**config.mk**
```make
export PLATFORM = sky130hd
export DESIGN_NAME = ram_arbiter
export DESIGN_NICKNAME = d
export VERILOG_FILES = /design/src/rtl/ram_arbiter.sv
export SDC_FILE = /design/constraint.sdc
export NUM_CORES = 1
export LEC_CHECK = 0
export ABC_AREA = 1
export CAP_MARGIN = 5
export CORE_MARGIN = 2
export CORE_UTILIZATION = 48
export DETAILED_ROUTE_END_ITERATION = 6
export PLACE_DENSITY = 0.82
export SYNTH_ARGS = -nofsm -noshare
export SYNTH_HDL_FRONTEND = slang
export SYNTH_SLANG_ARGS = --single-unit
```
**constraint.sdc**
```tcl
create_clock -name clk28 -period 3.29 [get_ports clk28]
set_input_delay 0.4935 -clock clk28 [delete_from_list [all_inputs] [get_ports clk28]]
set_output_delay 0.4935 -clock clk28 [all_outputs]
set_load 0.02 [all_outputs]
```
**src/rtl/ram_arbiter.sv**
```systemverilog
// rtl/ram_arbiter.sv - SRAM slot arbiter between screen fetch and CPU; optional starvation guard via ARB_STARVE_GUARD_EN
module ram_arbiter #(
    parameter int RAM_AW   = 19,
    parameter int MAX_WAIT = 4
) (
    input  logic              clk28,
    input  logic              rst_n,
    input  logic              ck14,
    input  logic              video_want,
    input  logic [14:0]       video_addr,
    input  logic              screen_page,
    output logic              fetch_allow,
    output logic [7:0]        video_data,
    input  logic              cpu_req,
    input  logic              cpu_we,
    input  logic [RAM_AW-1:0] cpu_addr,
    input  logic [7:0]        cpu_wdata,
    output logic              cpu_busy,
    output logic              cpu_ack,
    output logic [7:0]        cpu_rdata,
    output logic [RAM_AW-1:0] ram_a,
    output logic [7:0]        ram_dq_o,
    output logic              ram_dq_oe,
    input  logic [7:0]        ram_dq_i,
    output logic              ram_oe_n,
    output logic              ram_we_n
);

    typedef enum logic [1:0] {
        OWN_IDLE  = 2'd0,
        OWN_VIDEO = 2'd1,
        OWN_CPU   = 2'd2
    } owner_t;

    owner_t            owner;
    logic              lat_we;
    logic [RAM_AW-1:0] lat_addr;
    logic [7:0]        lat_wdata;
    logic              cpu_pending;
    logic              video_go;
    logic [RAM_AW-1:0] video_ram_a;
    logic              unused_addr_msb;

    // A request is competing for a slot only while it is not already being served
    assign cpu_pending = cpu_busy && (owner != OWN_CPU);
    assign video_go    = video_want && fetch_allow;

    // Screen pages 5 and 7 live at 0x14000 / 0x1C000; bit 14 of the screen address is not used
    assign video_ram_a     = RAM_AW'({1'b1, screen_page, 1'b1, video_addr[13:0]});
    assign unused_addr_msb = video_addr[14];

    // Read data goes straight to the screen, which samples it at the closing ck14
    assign video_data = ram_dq_i;

`ifdef ARB_STARVE_GUARD_EN
    localparam logic [3:0] WAIT_LIMIT = 4'(MAX_WAIT);

    logic [3:0] wait_cnt;

    assign fetch_allow = !(cpu_busy && (wait_cnt >= WAIT_LIMIT));

    // Count slots a pending CPU request has lost to video; saturates at 15
    always_ff @(posedge clk28 or negedge rst_n) begin
        if (!rst_n) begin
            wait_cnt <= 4'd0;
        end else if (!cpu_busy) begin
            wait_cnt <= 4'd0;
        end else if (ck14 && cpu_pending) begin
            if (!video_go) begin
                wait_cnt <= 4'd0;
            end else if (wait_cnt != 4'hF) begin
                wait_cnt <= wait_cnt + 4'd1;
            end
        end
    end
`else
    localparam int unused_max_wait = MAX_WAIT;

    assign fetch_allow = 1'b1;
`endif

    // Request capture, slot decision at ck14, registered SRAM strobes and CPU completion
    always_ff @(posedge clk28 or negedge rst_n) begin
        if (!rst_n) begin
            owner     <= OWN_IDLE;
            lat_we    <= 1'b0;
            lat_addr  <= '0;
            lat_wdata <= 8'd0;
            cpu_busy  <= 1'b0;
            cpu_ack   <= 1'b0;
            cpu_rdata <= 8'd0;
            ram_a     <= '0;
            ram_dq_o  <= 8'd0;
            ram_dq_oe <= 1'b0;
            ram_oe_n  <= 1'b1;
            ram_we_n  <= 1'b1;
        end else begin
            cpu_ack <= 1'b0;
            if (cpu_req && !cpu_busy) begin
                lat_we    <= cpu_we;
                lat_addr  <= cpu_addr;
                lat_wdata <= cpu_wdata;
                cpu_busy  <= 1'b1;
            end
            if (ck14) begin
                if (owner == OWN_CPU) begin
                    cpu_busy <= 1'b0;
                    cpu_ack  <= 1'b1;
                    if (!lat_we) begin
                        cpu_rdata <= ram_dq_i;
                    end
                end
                ram_we_n <= 1'b1;
                if (video_go) begin
                    owner     <= OWN_VIDEO;
                    ram_a     <= video_ram_a;
                    ram_oe_n  <= 1'b0;
                    ram_dq_oe <= 1'b0;
                end else if (cpu_pending) begin
                    owner     <= OWN_CPU;
                    ram_a     <= lat_addr;
                    ram_oe_n  <= lat_we;
                    ram_dq_oe <= lat_we;
                    if (lat_we) begin
                        ram_dq_o <= lat_wdata;
                    end
                end else begin
                    owner     <= OWN_IDLE;
                    ram_oe_n  <= 1'b1;
                    ram_dq_oe <= 1'b0;
                end
            end else if (owner == OWN_CPU && lat_we) begin
                ram_we_n <= 1'b0;
            end
        end
    end

endmodule
```
==> results.tsv <==
stage	metric	value	unit
route	drt total wl	6964	um
synth	number of flops mapped to enable cells by yosys	0	
critical_path	crit-path cells	clkdlybuf4s50_1 -> clkdlybuf4s50_1	
layout	Net count, final	493	
sta	Period minus WS final	2.099	ns
critical_path	Worst Setup Start Kind	input pin	
clocking	post-cts sizing count	0	
pwr	internal cell power	0.002003	W
critical_path	CP max stage delay	0.62	ns
grt	global-route wire length before repair	11920	um
critical_path	crit path DAT	1.61	ns
synth	Syn Std Cell Area	3004	um2
synth	Mapped Cells	345	
sta	slack of the critical path	1.191	ns
synth	Net Count, Synth	402	
clocking	# H-tree levels	3	
job	# Max-Cap Violations	0	
clocking	Worst-Skew Late Latency	0.34	ns
placed_design	final estimated routing congestion in global placement	0.7691	
critical_path	CP max FO	2	
pwr	leakage power	2.063	nW
route	First DRT Iteration DRCs	124	
placed_design	pre-CTS setup slack	0.9732	ns
sta	Setup violations, final	0	
sta	max frequency	0.4765	GHz
die	Starting Density	50.15	%
clocking	cts hold-fix bufs	0	
synth	Post-Syn Area per Cell	8.708	um2
die	DIE AREA	6907	um2
layout	layout cell share with drive strength beyond 1	7.029	%
pwr	switching share of power	32.90	%
die	width of the die	83.11	um
route	vias after detailed routing	2592	
synth	Yosys reg bits	70	
sta	Fin Hold WS	0.2610	ns
layout	ant diodes	0	
sta	Slew headroom	42.45	%
clocking	Setup Buffers After CTS	0	
die	CORE AREA	5991	um2
pwr	Switch Pwr	0.0009821	W
sta	worst slew pin tran	0.8632	ns
pwr	Flop pwr share	42.8	%
synth	Distinct cells, synth	23	
critical_path	Crit path required time	2.80	ns
route	DRC viols	0	
die	die height	83.11	um
critical_path	slowest stage cell, crit path	clkdlybuf4s50_1	
layout	Reg area	1754	um2
placed_design	hpwl dp	4769	um
pwr	Max VDD drop	0.3965	mV
pwr	PwrDens	710.3	nW/um2
sta	Slew Limit Fails	0	
layout	area grow syn2layout	39.90	%
sta	setup TNS	0	ns
layout	Final Cell Area	4203	um2
clocking	clock tree from TritonCTS	done	
layout	Multi-input gate area	1010	um2
placed_design	placed cell area	3991	um2
grt	number of global-route vias before repair	2511	
die	row count	28	
grt	total gr overflow	0	
sta	skew final	0.01221	ns
route	antenna viol nets, final	0	
route	Wirelength per Cell	13.50	um
sta	final hold violation count	0	
synth	Async S/R FF share, synth	100.0	%
critical_path	nature of the critical path endpoint	output pin	
placed_design	PortBufs	103	
clocking	clock buffer depth	2	
sta	fin crit share	63.79	%
clocking	number of CTS-inserted buffers	9	
critical_path	Critical Path Most Common Cell	clkdlybuf4s50_1	
route	vias per cell	5.023	
hold_path	worst hold path class	input pin to async pin	
clocking	clk root buf	clkbuf_8	
layout	number of fill cells in the layout	468	
clocking	Sink Count	70	
run_status	status	completed	
pwr	Gate power share	32.8	%
critical_path	Bufs and invs on worst path	2	
synth	synth warn	0	
pwr	clock power share	24.4	%
grt	total track usage	21.51	%
grt	initial antenna violation count	0	
die	io pins	106	
sta	RSZ-0062 raised after global routing	false	
route	DR pass1 iterations	4	
pwr	Total Power	0.002985	W
synth	ys flop type	dfrtp_1	
clocking	Worst-path clk slew	0.08	ns
synth	register area share after synthesis	58.39	%
critical_path	crit-path leading delay family	buffers and inverters	
grt	pin count of the biggest net entering global routing	71	
critical_path	critical path type	input pin to output pin	
-- routing by layer --
layer | part of all wire, % | GRT usage [%]
met5 | 0 | 0
met4 | 2.0 | 9.091
met3 | 3.9 | 4.672
met2 | 50 | 34.53
met1 | 44 | 28.33
-- logic make-up (layout without fill, tap and decap cells) --
kind of cell	Yosys count	in the layout	synth area share, %
flip-flops	70	70	58.39
AO/OA/AOI/OAI	39	39	6.664
other	1	1	0.1248
AND/OR/NAND/NOR	186	186	26.82
buffers and inverters	49	145	7.997
-- power by group through the flow --
| stage | Combinational [W] | Clock (W) | Sequential, W |
|---|---|---|---|
| floorplan | 0.000351 | 0 | 0.00145 |
| global placement | 0.000961 | 0 | 0.00129 |
| detailed placement | 0.000990 | 0 | 0.00129 |
| CTS | 0.000994 | 0.000737 | 0.00128 |
| global route | 0.00107 | 0.000781 | 0.00132 |
| finish | 0.000980 | 0.000728 | 0.00128 |
-- area by class of cell --
class	instances	area share, %
clock inverter	2	0.9229
multi-input combinational	226	24.03
clock buffer	14	4.108
sequential	70	41.74
inverter	24	2.143
timing repair buffer	105	24.83
tap	75	2.233
-- synth_stat cells, types with 2 or more instances --
master	number	area (um2)
nand2_2	4	25.02
nor2_1	19	71.32
nand2_1	115	431.7
buf_2	6	30.03
nand4_1	8	50.05
buf_4	11	82.58
o21ai_0	18	90.09
dfrtp_1	68	1702
a21oi_1	19	95.09
nand3_1	35	175.2
nand2_4	2	22.52
dfstp_2	2	52.55
inv_2	2	7.510
clkbuf_1	6	22.52
inv_1	22	82.58
-- registers in the layout (all words and copies together) (netlist names) --
| name | flops |
|---|---|
| lat_addr | 19 |
| ram_a | 19 |
| cpu_rdata | 8 |
| lat_wdata | 8 |
| ram_dq_o | 8 |
| owner | 2 |
| cpu_ack | 1 |
| cpu_busy | 1 |
| lat_we | 1 |
| ram_dq_oe | 1 |
| ram_oe_n | 1 |
| ram_we_n | 1 |
-- layout by cell type (no fill, tap or decap), types with 4 or more instances in the layout --
| cell | count |
|---|---|
| clkbuf_8 | 12 |
| o21ai_0 | 18 |
| clkdlybuf4s50_1 | 102 |
| nand3_1 | 35 |
| nor2_1 | 19 |
| nand2_2 | 4 |
| inv_1 | 22 |
| nand2_1 | 115 |
| a21oi_1 | 19 |
| nand4_1 | 8 |
| dfrtp_1 | 68 |
-- final timing paths --
path | cells past startpoint | slack, ns | from | end
setup / recovery | 2 | 1.19 | ram_dq_i[6] | video_data[6]
setup reg to reg | 4 | 1.62 | cpu_busy | lat_addr[2]
min in group clk28 | 2 | 0.47 | ram_a[16] | ram_a[16]
hold reg to reg | 2 | 0.47 | ram_a[16] | ram_a[16]
hold / removal | 1 | 0.26 | rst_n | ram_dq_o[6]
max in group asynchronous | 1 | 2.46 | rst_n | ram_a[4]
-- stage by stage --
step / utilization (%) / instances
after floorplan: - / 345
after global placement: 66.62 / 500
after detailed placement: 66.62 / 500
after CTS: 70.15 / 516
after global routing: 70.15 / 516
final: 70.15 / 516
(Power assumes the default switching activity.)
